<file path="src/rtl/ps2_pkg.sv">
// Shared PS/2 definitions: transmitter states and keyboard command/response bytes.
package ps2_pkg;

   typedef enum logic [2:0] {
      IDLE,
      INHIBIT,
      REQ,
      DATA,
      PARITY,
      STOP,
      ACK,
      WAIT_IDLE
   } ps2_state_e;

   localparam logic [7:0] CMD_SET_LED = 8'hED;
   localparam logic [7:0] CMD_ENABLE  = 8'hF4;
   localparam logic [7:0] CMD_RESET   = 8'hFF;
   localparam logic [7:0] RSP_ACK     = 8'hFA;
   localparam logic [7:0] RSP_RESEND  = 8'hFE;
   localparam logic [7:0] BREAK       = 8'hF0;

endpackage

</file>
<file path="src/rtl/ps2_sync.sv">
// PS/2 line synchroniser: 3-flop clock shift with falling-edge pulse and a
// 2-flop data synchroniser. Shared with the keyboard receiver.
module ps2_sync (
   input  logic clk,
   input  logic clrn,
   input  logic ps2_clk_in,
   input  logic ps2_data_in,
   output logic clk_s,
   output logic data_s,
   output logic fall
);

   logic [2:0] clk_sr;
   logic [1:0] dat_sr;

   // Lines idle high, so the shift registers reset to all ones
   always_ff @(posedge clk or negedge clrn) begin
      if (!clrn) begin
         clk_sr <= 3'b111;
         dat_sr <= 2'b11;
      end else begin
         clk_sr <= {clk_sr[1:0], ps2_clk_in};
         dat_sr <= {dat_sr[0], ps2_data_in};
      end
   end

   assign clk_s  = clk_sr[1];
   assign data_s = dat_sr[1];
   assign fall   = clk_sr[2] & ~clk_sr[1];

endmodule

</file>
<file path="src/rtl/ps2_host_tx.sv">
// PS/2 host-to-device transmitter: request-to-send, 8 data bits LSB first,
// odd parity, stop, then device ACK check. Lines are driven open-drain via *_oe.
// Build option PS2_TX_RETRY_EN: re-send the byte once after an ACK error or timeout.
module ps2_host_tx
   import ps2_pkg::*;
#(
   parameter int INHIBIT_CYCLES = 5000,
   parameter int TIMEOUT_CYCLES = 1000000
) (
   input  logic       clk,
   input  logic       clrn,
   input  logic       tx_valid,
   input  logic [7:0] tx_data,
   output logic       tx_ready,
   output logic       busy,
   output logic       done,
   output logic       ack_err,
   output logic       timeout_err,
   input  logic       ps2_clk_in,
   input  logic       ps2_data_in,
   output logic       ps2_clk_oe,
   output logic       ps2_data_oe
);

   localparam int IW = $clog2(INHIBIT_CYCLES + 1);
   localparam int TW = $clog2(TIMEOUT_CYCLES + 1);

   ps2_state_e    state, nstate;
   logic [7:0]    shreg;
   logic          parity_q, data_q, ack_bad;
   logic [2:0]    bitcnt;
   logic [IW-1:0] inh_cnt;
   logic [TW-1:0] to_cnt;
   logic          clk_s, data_s, fall;
   logic          inh_last, in_frame, to_hit, line_idle, final_try, retry_go;

   ps2_sync u_sync (
      .clk         (clk),
      .clrn        (clrn),
      .ps2_clk_in  (ps2_clk_in),
      .ps2_data_in (ps2_data_in),
      .clk_s       (clk_s),
      .data_s      (data_s),
      .fall        (fall)
   );

   assign inh_last  = (inh_cnt == IW'(INHIBIT_CYCLES - 1));
   assign in_frame  = (state != IDLE) && (state != INHIBIT);
   assign to_hit    = in_frame && (to_cnt == TW'(TIMEOUT_CYCLES));
   assign line_idle = clk_s & data_s;

`ifdef PS2_TX_RETRY_EN
   logic       retry_q;
   logic [7:0] byte_q;
   assign final_try = retry_q;
`else
   assign final_try = 1'b1;
`endif

   // An error on a non-final attempt restarts the frame instead of reporting
   assign retry_go = !final_try &&
                     (to_hit || (state == WAIT_IDLE && line_idle && ack_bad));

   // State register
   always_ff @(posedge clk or negedge clrn) begin
      if (!clrn) state <= IDLE;
      else       state <= nstate;
   end

   // Next state: timeout overrides every in-frame state
   always_comb begin
      nstate = state;
      if (to_hit) begin
         nstate = final_try ? IDLE : INHIBIT;
      end else begin
         case (state)
            IDLE:      if (tx_valid) nstate = INHIBIT;
            INHIBIT:   if (inh_last) nstate = REQ;
            REQ:       if (fall) nstate = DATA;
            DATA:      if (fall && bitcnt == 3'd6) nstate = PARITY;
            PARITY:    if (fall) nstate = STOP;
            STOP:      if (fall) nstate = ACK;
            ACK:       if (fall) nstate = WAIT_IDLE;
            WAIT_IDLE: if (line_idle) nstate = retry_go ? INHIBIT : IDLE;
            default:   nstate = IDLE;
         endcase
      end
   end

   // Outputs; the start bit overlaps the last inhibit cycle, and lines drop
   // in the same cycle the timeout is reported
   always_comb begin
      tx_ready    = (state == IDLE);
      busy        = (state != IDLE);
      ps2_clk_oe  = (state == INHIBIT);
      ps2_data_oe = (data_q && !to_hit) || (state == INHIBIT && inh_last);
      done        = (state == WAIT_IDLE) && line_idle && !to_hit && !retry_go;
      ack_err     = done && ack_bad;
      timeout_err = to_hit && final_try;
   end

   // Datapath: byte shift-out, bit counting, inhibit and timeout counters
   always_ff @(posedge clk or negedge clrn) begin
      if (!clrn) begin
         shreg    <= '0;
         parity_q <= 1'b0;
         data_q   <= 1'b0;
         ack_bad  <= 1'b0;
         bitcnt   <= '0;
         inh_cnt  <= '0;
         to_cnt   <= '0;
`ifdef PS2_TX_RETRY_EN
         retry_q  <= 1'b0;
         byte_q   <= '0;
`endif
      end else begin
         if (in_frame && to_cnt != TW'(TIMEOUT_CYCLES)) to_cnt <= to_cnt + 1'b1;
         case (state)
            IDLE: begin
`ifdef PS2_TX_RETRY_EN
               retry_q <= 1'b0;
               if (tx_valid) byte_q <= tx_data;
`endif
               if (tx_valid) begin
                  shreg    <= tx_data;
                  parity_q <= ~^tx_data;
                  inh_cnt  <= '0;
                  ack_bad  <= 1'b0;
               end
            end
            INHIBIT: begin
               if (inh_last) begin
                  data_q <= 1'b1;
                  to_cnt <= '0;
               end else begin
                  inh_cnt <= inh_cnt + 1'b1;
               end
            end
            REQ: if (fall) begin
               data_q <= ~shreg[0];
               shreg  <= {1'b0, shreg[7:1]};
               bitcnt <= '0;
            end
            DATA: if (fall) begin
               data_q <= ~shreg[0];
               shreg  <= {1'b0, shreg[7:1]};
               bitcnt <= bitcnt + 1'b1;
            end
            PARITY:  if (fall) data_q <= ~parity_q;
            STOP:    if (fall) data_q <= 1'b0;
            ACK:     if (fall) ack_bad <= data_s;
            default: ;
         endcase
         if (to_hit) data_q <= 1'b0;
         if (retry_go) begin
            inh_cnt <= '0;
            ack_bad <= 1'b0;
`ifdef PS2_TX_RETRY_EN
            shreg   <= byte_q;
            retry_q <= 1'b1;
`endif
         end
      end
   end

endmodule

</file>
<file path="config.mk">
export PLATFORM = sky130hd
export DESIGN_NAME = ps2_host_tx
export DESIGN_NICKNAME = d
export VERILOG_FILES = /design/src/rtl/ps2_pkg.sv /design/src/rtl/ps2_sync.sv /design/src/rtl/ps2_host_tx.sv
export SDC_FILE = /design/constraint.sdc
export NUM_CORES = 1
export LEC_CHECK = 0
export BUFFER_PORTS_ARGS = -buffer_cell sky130_fd_sc_hd__buf_2
export CAP_MARGIN = 20
export CELL_PAD_IN_SITES_DETAIL_PLACEMENT = 0
export CELL_PAD_IN_SITES_GLOBAL_PLACEMENT = 2
export CORE_MARGIN = 2
export CORE_UTILIZATION = 42
export DETAILED_ROUTE_END_ITERATION = 10
export GPL_TIMING_DRIVEN = 0
export HOLD_SLACK_MARGIN = 0.08
export PLACE_DENSITY = 0.84
export SYNTH_ARGS = -nofsm -noshare
export SYNTH_HDL_FRONTEND = slang
export SYNTH_SLANG_ARGS = --single-unit
</file>
<file path="constraint.sdc">
create_clock -name clk -period 5.8 [get_ports clk]
set_clock_uncertainty 0.15 [all_clocks]
set_input_delay 0.58 -clock clk [delete_from_list [all_inputs] [get_ports clk]]
set_output_delay 0.58 -clock clk [all_outputs]
set_load 0.02 [all_outputs]
</file>
==> key figures, run 1 <==
Timing
  • Setup WS post-layout: 2.412 ns
  • Worst slew pin tran: 0.8665 ns
  • Unrepaired setup endpoints after global routing: false
  • Final Hold Viols: 0
  • Max Freq: 0.2952 GHz
  • Final Max Slew Viols: 0
  • Slew margin rel.: 0.4202
  • Final Setup Violations: 0
  • Setup_tns: 0 ns
  • Crit share post-route: 0.5841
  • Hold Slack: 0.2111 ns
  • Final Critical Period: 3.388 ns

Logic synthesis
  • XOR/XNOR Fraction of Synth Area: 0.07509
  • Synth Flop Type: dfrtp_1
  • Synthesized area: 3149 um^2
  • Synthesis Warnings: 0
  • Most common cell in the synthesized netlist: dfrtp_1
  • Synth Instances: 334
  • Top-area cell type share of the netlist area: 0.3973
  • Synth area leader: dfrtp_1
  • Synth top area cells: dfrtp_1 40%, xnor2_1 5.8%, dfstp_2 4.2%
  • Synth Area in Compound Gates: 0.1315
  • Mapped Nets: 356
  • Post-synth EDFFs: 0
  • Top post-synthesis cells by count: 50 x dfrtp_1, 34 x nor2_1, 31 x nand2_1
  • Largest family of logic cells by synthesized area: simple AND/OR/NAND/NOR gates
  • Syn_area_per_cell: 9.429 um^2
  • Post-synthesis simple-gate area fraction: 0.2416
  • #FFs+latches synth: 55
  • Portion of netlist area occupied by mux cells: 0.03178
  • Sequential fraction of the synthesis area: 0.4390
  • Async SR Flop Fraction: 1.000
  • Count of cell types in the netlist: 56
  • Post-synthesis adder-cell area fraction: 0.03576

Power and ir drop
  • Overall Power: 1.314 mW
  • Switching power: 0.5352 mW
  • Switching Fraction: 0.4072
  • Cell Pwr Density: 376.2 nW/um^2
  • Pint: 0.7790 mW
  • Worst vdd ir: 0.2047 mV
  • Leak pwr: 1.450 nW
  • Logic pwr share: 0.423
  • Flop pwr share: 0.406
  • Clock share of power: 0.171

Min path
  • HP Class: input port to flop
  • Hold wc startpoint: ps2_clk_in
  • Hold EP: u_sync.clk_sr[0]
  • Hold Crit Depth: 1

Floorplan
  • Die height: 90.59 um
  • Initial cell density of the core: 0.4342
  • Ports: 20
  • Core footprint: 7253 um^2
  • Die Width: 90.59 um
  • Die Footprint: 8207 um^2
  • FP Rows: 31

Global route
  • Initial antenna violation count: 0
  • Largest net degree at the start of global routing: 39
  • GRT Resource Usage Total: 0.1786
  • First-pass GRT wire length: 11930 um
  • GRT Residual Overflow: 0
  • Number of global-route vias before repair: 2376

Place
  • Placed cells: 453
  • RePlAce Congestion: 0.7715
  • Cell Area, Placed: 3388 um^2
  • HPWL after detailed placement: 4896 um
  • IO Port Bufs: 19
  • DP Worst Slack: 2.742 ns

Clock tree
  • Post-CTS Hold Buffers: 1
  • Cts repair resizes: 0
  • Post-CTS setup buffer count: 0
  • Clk slew on worst S/H paths: 0.10 ns
  • Clock Sinks: 55
  • CTS tree: done
  • Root Buffer Master: clkbuf_8
  • CTS buffer count: 5
  • Clk Latency, worst-skew pair: 0.30 ns
  • H-tree levels: 2
  • Max Root-Sink Buffers: 2

Setup path
  • Crit end category: output port
  • CP Launch Type: flop
  • Crit path DAT: 2.66 ns
  • R2R Path Start: state[1]
  • R2r setup slk: 3.26 ns
  • Critical Path Fanout Max: 10
  • Worst Path Required: 5.07 ns
  • RR Endpoint: to_cnt[16]
  • Reg2Reg Depth: 8
  • Critical path class: flop to output port

Run
  • Max-Cap Viols: 0

Final layout
  • Post-layout util: 0.4816
  • Layout Nets: 384
  • Post-Layout Inst Area: 3493 um^2
  • Layout cell share with drive strength beyond 1: 0.1488
  • Antenna Cells: 0
  • Fin cells: 462
  • Area grow syn2layout: 10.93%

Drt
  • Vias per cell: 5.519
  • Vias: 2550
  • WL/cell: 15.02 um
  • DRT Wirelength: 6941 um
  • TritonRoute pass-1 iters: 4
  • Drc violations: 0
  • ANT nets after route: 0
  • DRT iter0 DRCs: 113

Run status
  • Status: finished, final reports clean
-- layout make-up --
class                           count  area [um^2]
Sequential cell                    55         1383
Buffer                             17        97.59
Multi-Input combinational cell    250         1624
Inverter                           12        45.04
Clock inverter                      1        8.758
Tap cell                           99        123.9
Timing Repair Buffer               21        125.1
Clock buffer                        7        86.33
Fill cell                         724         3760
-- per-layer routing --
layer  track usage  up-vias  routed length (um)
li1              -     1251                   -
met1        0.2441     1246                3377
met2        0.2929       51                3299
met3       0.02755        2                 213
met4       0.05385        0                  50
met5             0        -                   0
-- registers in the layout, summed over array words and instances, names as in the netlist --
name and count:
shreg 8, to_cnt 20, parity_q 1, u_sync.clk_sr 3
data_q 1, inh_cnt 13, ack_bad 1, bitcnt 3
u_sync.dat_sr 2, state 3
-- how the worst max path moves through the flow --
| stage | from | end | slack (ns) | depth (start not counted) |
|---|---|---|---|---|
| after floorplan | state[1] | ack_err | 2.71 | 8 |
| after detailed placement | state[1] | ack_err | 2.74 | 9 |
| after global routing | state[1] | ack_err | 2.20 | 9 |
| final | state[1] | ack_err | 2.41 | 9 |
| after CTS | state[1] | ack_err | 2.37 | 9 |
| after global placement | state[1] | ack_err | 2.77 | 9 |
-- worst max-delay path: stages, from the launching register on --
cell,delay (ns)
dfrtp_1,0.43
buf_2,0.20
inv_1,0.19
ha_1,0.18
buf_1,0.37
and3b_1,0.23
buf_2,0.18
nor3_1,0.25
and2_1,0.16
buf_2,0.16
-- cell families after synthesis --
logic type | count (synthesis)
fa+ha+maj | 9
flops | 55
buf+inv | 29
xor+xnor | 27
mux | 10
compound gates | 64
simple gates | 140
-- cells in the final DEF (no fill, tap or decap), types with 9 or more instances in the layout --
master and n:
mux2i_1 10, dfrtp_1 50, a21oi_1 21, xnor2_1 21, nand2_1 31, nand3_1 15, buf_2 28, o21ai_0 14
ha_1 9, inv_1 11, nor2_1 34
-- power groups by stage --
stage	clock, mW	combinational (mW)	sequential (mW)
final	0.225	0.556	0.533
after global routing	0.255	0.626	0.545
after CTS	0.236	0.564	0.534
after detailed placement	0	0.562	0.541
after global placement	0	0.553	0.540
after floorplan	0	0.423	0.523
Note: power is estimated with default switching activity, not from simulation.
==> inputs of run 2 (changes only) <==
Settings changed: CORE_UTILIZATION 42 to 39, PLACE_DENSITY 0.84 to 0.79.
Clock period 5.8 ns to 3.4 ns, I/O delays scaled along.
==> run 2 against run 1 <==
Compared with the run above: die area increased by 7.3%; global-route usage increased by 0.18 points; cell count increased by 0.87%; count of clock-buffer cells in the layout decreased by 2; register-to-register slack got worse by 2.4 ns; first-iteration DRC count decreased by 27%; highest routed layer unchanged.
==> key figures, run 2 (same netlist as run 1, synthesis figures left out) <==
Clock tree
  • Clk slew on worst S/H paths: 0.11 ns (about the same)
  • Post-CTS setup buffer count: 0 (unchanged)
  • Cts repair resizes: 0 (unchanged)
  • H-tree levels: 2 (unchanged)
  • CTS tree: done
  • CTS buffer count: 5 (unchanged)
  • Clk Latency, worst-skew pair: 0.31 ns (about the same)
  • Root Buffer Master: clkbuf_8
  • Max Root-Sink Buffers: 2 (unchanged)
  • Clock Sinks: 55 (unchanged)

Final layout
  • Footprint of the multi-input gates: 1624 um^2 (unchanged)
  • Fill count: 787 (+8.7%)
  • Antenna Cells: 0 (unchanged)
  • Layout cell share with drive strength beyond 1: 0.1511 (+0.002339)
  • Commonest cells after routing, fill and taps aside: 50 x dfrtp_1, 34 x nor2_1, 31 x nand2_1
  • Top flop regs: to_cnt (20), inh_cnt (13), shreg (8)
  • Area grow syn2layout: 11.36%
  • Most flops, register: to_cnt
  • Fin cells: 466 (+0.87%)
  • Layout Nets: 385 (+0.26%)
  • Max FFs per register: 20 (unchanged)
  • Commonest non-fill, non-tap cell in the layout: dfrtp_1
  • Register Area: 1383 um^2 (unchanged)

Power and ir drop
  • Leak pwr: 1.448 nW (about the same)
  • Worst vdd ir: 0.2688 mV (+31%)
  • Cell Pwr Density: 640.1 nW/um^2 (+70%)

Global route
  • GRT Residual Overflow: 0 (unchanged)
  • Initial antenna violation count: 0 (unchanged)
  • Largest net degree at the start of global routing: 35 (-10%)
  • First-pass GRT wire length: 12600 um (+5.6%)
  • Number of global-route vias before repair: 2544 (+7.1%)
  • GRT Resource Usage Total: 0.1804 (+0.001803)

Timing
  • Setup WS post-layout: 0.3378 ns (-2.074 ns)
  • Final Critical Period: 3.062 ns
  • Setup_tns: 0 ns (unchanged)
  • Unrepaired setup endpoints after global routing: false
  • Final Hold Viols: 0 (unchanged)
  • Slew margin rel.: 0.4390 (+0.01883)
  • Crit share post-route: 0.9006
  • Worst slew pin tran: 0.8384 ns (-0.02814 ns)
  • Final Max Slew Viols: 0 (unchanged)
  • Final Setup Violations: 0 (unchanged)
  • Max Freq: 0.3266 GHz

Floorplan
  • Die Footprint: 8810 um^2 (+7.3%)
  • Ports: 20 (unchanged)
  • Initial cell density of the core: 0.4054 (-0.02875)
  • Die Width: 93.86 um (+3.6%)
  • Die height: 93.86 um (+3.6%)
  • FP Rows: 32 (+3.2%)
  • Core footprint: 7767 um^2 (+7.1%)

Place
  • RePlAce Congestion: 0.7826 (+1.4%)
  • DP Worst Slack: 0.5643 ns (-2.178 ns)
  • IO Port Bufs: 19 (unchanged)
  • HPWL after detailed placement: 5026 um (+2.7%)
  • Placed cells: 456 (+0.66%)

Drt
  • Vias: 2531 (-0.75%)
  • ANT nets after route: 0 (unchanged)
  • DRT iter0 DRCs: 83 (-27%)
  • Vias per cell: 5.431 (-1.6%)
  • WL/cell: 15.39 um (+2.4%)
  • Drc violations: 0 (unchanged)
  • DRT Wirelength: 7171 um (+3.3%)
  • TritonRoute pass-1 iters: 4 (unchanged)

Setup path
  • CP Launch Type: flop
  • Critical Path Fanout Max: 10 (unchanged)
  • Critical path class: flop to output port
  • R2r setup slk: 0.89 ns (-2.37 ns)
  • Crit path DAT: 2.57 ns (-0.09 ns)
  • Crit end category: output port
  • Worst Path Required: 2.91 ns (-2.16 ns)

Min path
  • HP Class: input port to flop

Run
  • Max-Cap Viols: 0 (unchanged)

Run status
  • Status: finished, final reports clean
run 2: cell count changes in the layout (fill, tap and decap cells not counted), sizes merged:
cell	previous run	this run
buf	34	33
clkbuf	10	8
dlygate4sd3	1	3
clkinvlp	0	2
run 2: critical path, stage by stage, from the launching register on:
cell     delay (ns)
dfrtp_1        0.43
buf_2          0.20
inv_1          0.21
ha_1           0.44
and3b_1        0.23
buf_2          0.18
nor3_1         0.25
and2_1         0.16
buf_2          0.15
run 2: what timing repair did:
item | in CTS | in global routing
hold endpoints to repair | 23 | 0
setup endpoints to repair | 0 | 1
hold buffers | 3 | 0
run 2: per-layer routing:
| metal | part of all wire | wire, um | vias to the layer above | global-route usage |
|---|---|---|---|---|
| met1 | 0.49 | 3542 | 1240 | 0.2454 |
| met2 | 0.47 | 3405 | 32 | 0.3006 |
| met5 | 0 | 0 | - | 0 |
| li1 | - | - | 1253 | - |
| met3 | 0.021 | 149 | 6 | 0.02648 |
| met4 | 0.010 | 73 | 0 | 0.04831 |
run 2: layout make-up:
type / instances / area share
multi-input combinational: 250 / 0.4631
sequential: 55 / 0.3942
timing repair buffer: 23 / 0.04138
tap: 102 / 0.03639
buffer: 16 / 0.02676
clock buffer: 5 / 0.01962
inverter: 12 / 0.01284
clock inverter: 3 / 0.005708
run 2: power by group:
part	leakage [nW]	switching [mW]	internal, mW
clock network	0.0402	0.234	0.144
registers	0.700	0.114	0.798
logic	0.709	0.589	0.366
run 2: final timing paths:
kind | start | cells after the start | endpoint
hold reg to reg | u_sync.clk_sr[0] | 0 | u_sync.clk_sr[1]
setup reg to reg | state[2] | 6 | to_cnt[2]
hold / removal | tx_data[7] | 3 | shreg[7]
setup / recovery | state[1] | 8 | ack_err
max in group asynchronous | clrn | 3 | u_sync.clk_sr[0]
min in group asynchronous | clrn | 2 | inh_cnt[6]
run 2: metrics by stage:
stage	total power [mW]	cell area [um^2]	util	hold slack [ns]
final	2.245	3507	0.4515	0.1845
after global routing	2.433	3507	0.4515	0.2020
after CTS	2.272	3511	0.4520	0.1889
after detailed placement	1.888	3392	0.4367	0.2015
after global placement	1.872	3372	0.4341	0.2003
after floorplan	1.614	3149	-	-0.1056
==> inputs of run 3 (changes only) <==
Settings changed: CELL_PAD_IN_SITES_DETAIL_PLACEMENT 0 to not set, CELL_PAD_IN_SITES_GLOBAL_PLACEMENT 2 to not set, CORE_UTILIZATION 39 to 50, PLACE_DENSITY 0.79 to 0.67.
==> run 3 against run 2 <==
Compared with the run above: clock power up 1%; wire length down 11%; critical path type unchanged; utilization up 13 points; largest cell class unchanged; maximum frequency down 0.20%; sequential share of layout area up 0.23 points.
==> key figures, run 3 (same netlist as run 1, synthesis figures left out) <==
Final layout
  • Post-Layout Inst Area: 3487 um^2 (-0.57%)
  • Fill count: 515 (-35%)
  • Layout cell share with drive strength beyond 1: 0.1507 (-0.0004140)
  • Most flops, register: to_cnt
  • Layout Nets: 386 (+0.26%)
  • Area grow syn2layout: 10.73%
  • Commonest cells after routing, fill and taps aside: 50 x dfrtp_1, 34 x nor2_1, 31 x nand2_1
  • Antenna Cells: 0 (unchanged)
  • Register Area: 1383 um^2 (unchanged)
  • Top flop regs: to_cnt (20), inh_cnt (13), shreg (8)
  • Footprint of the multi-input gates: 1624 um^2 (unchanged)
  • Post-layout util: 0.5821 (+0.1306)
  • Commonest non-fill, non-tap cell in the layout: dfrtp_1
  • Max FFs per register: 20 (unchanged)

Floorplan
  • Die height: 83.37 um (-11%)
  • FP Rows: 28 (-13%)
  • Die Width: 83.37 um (-11%)
  • Ports: 20 (unchanged)
  • Die Footprint: 6950 um^2 (-21%)
  • Core footprint: 5991 um^2 (-23%)
  • Initial cell density of the core: 0.5257 (+0.1202)

Global route
  • GRT Resource Usage Total: 0.1945 (+0.01416)
  • Routing usage on met1: 0.2716 (+0.02623)
  • GRT met3 Usage: 0.02982 (+0.003336)
  • Number of global-route vias before repair: 2425 (-4.7%)
  • First-pass GRT wire length: 11360 um (-9.8%)
  • Top Usage Layer GRT: met2
  • Met2 usage: 0.3218 (+0.02125)
  • Largest net degree at the start of global routing: 36 (+2.9%)
  • GRT Residual Overflow: 0 (unchanged)
  • Initial antenna violation count: 0 (unchanged)

Timing
  • Final Critical Period: 3.068 ns (+0.005996 ns)
  • Final Hold Viols: 0 (unchanged)
  • Max Freq: 0.3259 GHz (-0.20%)
  • Worst slew pin tran: 0.7319 ns (-0.1065 ns)
  • Final Setup Violations: 0 (unchanged)
  • Slew margin rel.: 0.5102 (+0.07125)
  • Final Max Slew Viols: 0 (unchanged)
  • Unrepaired setup endpoints after global routing: false
  • Setup WS post-layout: 0.3318 ns (-0.005996 ns)
  • Setup_tns: 0 ns (unchanged)
  • Crit share post-route: 0.9024 (+0.001764)

Drt
  • ANT nets after route: 0 (unchanged)
  • WL/cell: 14.57 um (-5.3%)
  • DRT Wirelength: 6410 um (-11%)
  • Vias per cell: 5.789 (+6.6%)
  • Drc violations: 0 (unchanged)
  • TritonRoute pass-1 iters: 4 (unchanged)
  • DRT iter0 DRCs: 143 (+72%)
  • Vias: 2547 (+0.63%)

Setup path
  • Top cell by count, worst path: buf_2
  • Critical Path Fanout Max: 10 (unchanged)
  • CP Launch Type: flop
  • Critical path class: flop to output port
  • Peak per-stage delay on the critical path: 0.43 ns (about the same)
  • Crit path DAT: 2.58 ns (about the same)
  • Crit end category: output port
  • Slowest cell on crit path: dfrtp_1
  • Critical-path cell list: buf_2 > inv_1 > ha_1 > buf_1 > and3b_1 > buf_2 > nor3_1 > and2_1 > buf_2
  • Worst Path Required: 2.91 ns (about the same)

Power and ir drop
  • Overall Power: 2.244 mW (about the same)
  • Leak pwr: 1.457 nW (+0.58%)
  • Worst vdd ir: 0.3249 mV (+21%)
  • Cell Pwr Density: 643.4 nW/um^2 (+0.52%)

Place
  • Cell Area, Placed: 3358 um^2 (-1.0%)
  • HPWL after detailed placement: 4599 um (-8.5%)
  • DP Worst Slack: 0.6789 ns (+0.1146 ns)
  • IO Port Bufs: 19 (unchanged)
  • RePlAce Congestion: 0.8547 (+9.2%)

Clock tree
  • Post-CTS Hold Buffers: 3 (unchanged)
  • Clk Latency, worst-skew pair: 0.31 ns (about the same)
  • H-tree levels: 2 (unchanged)
  • CTS tree: done
  • Clk slew on worst S/H paths: 0.09 ns (-0.02 ns)
  • Root Buffer Master: clkbuf_8
  • Clock Sinks: 55 (unchanged)
  • Max Root-Sink Buffers: 2 (unchanged)
  • Cts repair resizes: 0 (unchanged)
  • Post-CTS setup buffer count: 0 (unchanged)
  • CTS buffer count: 5 (unchanged)

Min path
  • HP Class: input port to flop

Run status
  • Status: finished, final reports clean

Run
  • Max-Cap Viols: 0 (unchanged)
run 3: changes by cell type in the layout (fill, tap and decap cells not counted):
cell / before / now
clkbuf_8: 5 / 6
clkinvlp_4: 2 / 1
clkinv_2: 1 / 0
buf_1: 0 / 1
clkinv_4: 0 / 1
run 3: worst max-delay path: cells and delay by family (launching register included):
family                   cells  cell delay [ns]
flip-flops                   1             0.43
AND/OR/NAND/NOR              3             0.61
adder cells (fa/ha/maj)      1             0.18
buffers and inverters        5             1.07
run 3: through the flow:
step	cells	hold slack, ns
2_1_floorplan	334	-0.1056
3_3_place_gp	428	0.1971
3_5_place_dp	429	0.1878
4_1_cts	440	0.1629
5_1_grt	440	0.1883
6_report	440	0.1691
run 3: power breakdown:
group,internal (mW),total (mW),switching (mW)
Sequential,0.798,0.911,0.113
Clock,0.167,0.383,0.216
Combinational,0.365,0.949,0.584
run 3: per-layer routing:
| metal | part of all wire | wire [um] |
|---|---|---|
| met1 | 0.49 | 3128 |
| met3 | 0.025 | 158 |
| met4 | 0.0069 | 44 |
| met5 | 0 | 0 |
| met2 | 0.48 | 3079 |
run 3: final timing paths:
kind / startpoint / end / slack (ns) / cells after the start
setup reg to reg: state[1] / to_cnt[17] / 0.90 / 8
min in group asynchronous: clrn / inh_cnt[6] / 0.36 / 2
hold reg to reg: u_sync.dat_sr[0] / u_sync.dat_sr[1] / 0.21 / 0
setup / recovery: state[1] / ack_err / 0.33 / 9
max in group asynchronous: clrn / u_sync.dat_sr[1] / 2.12 / 3
hold / removal: tx_data[7] / shreg[7] / 0.17 / 3
run 3: layout make-up:
type                       count  share of cell area
timing repair buffer          23             0.04162
tap                           75             0.02691
buffer                        17             0.02799
clock buffer                   6             0.02368
clock inverter                 2            0.004665
multi-input combinational    250              0.4657
inverter                      12             0.01292
sequential                    55              0.3965
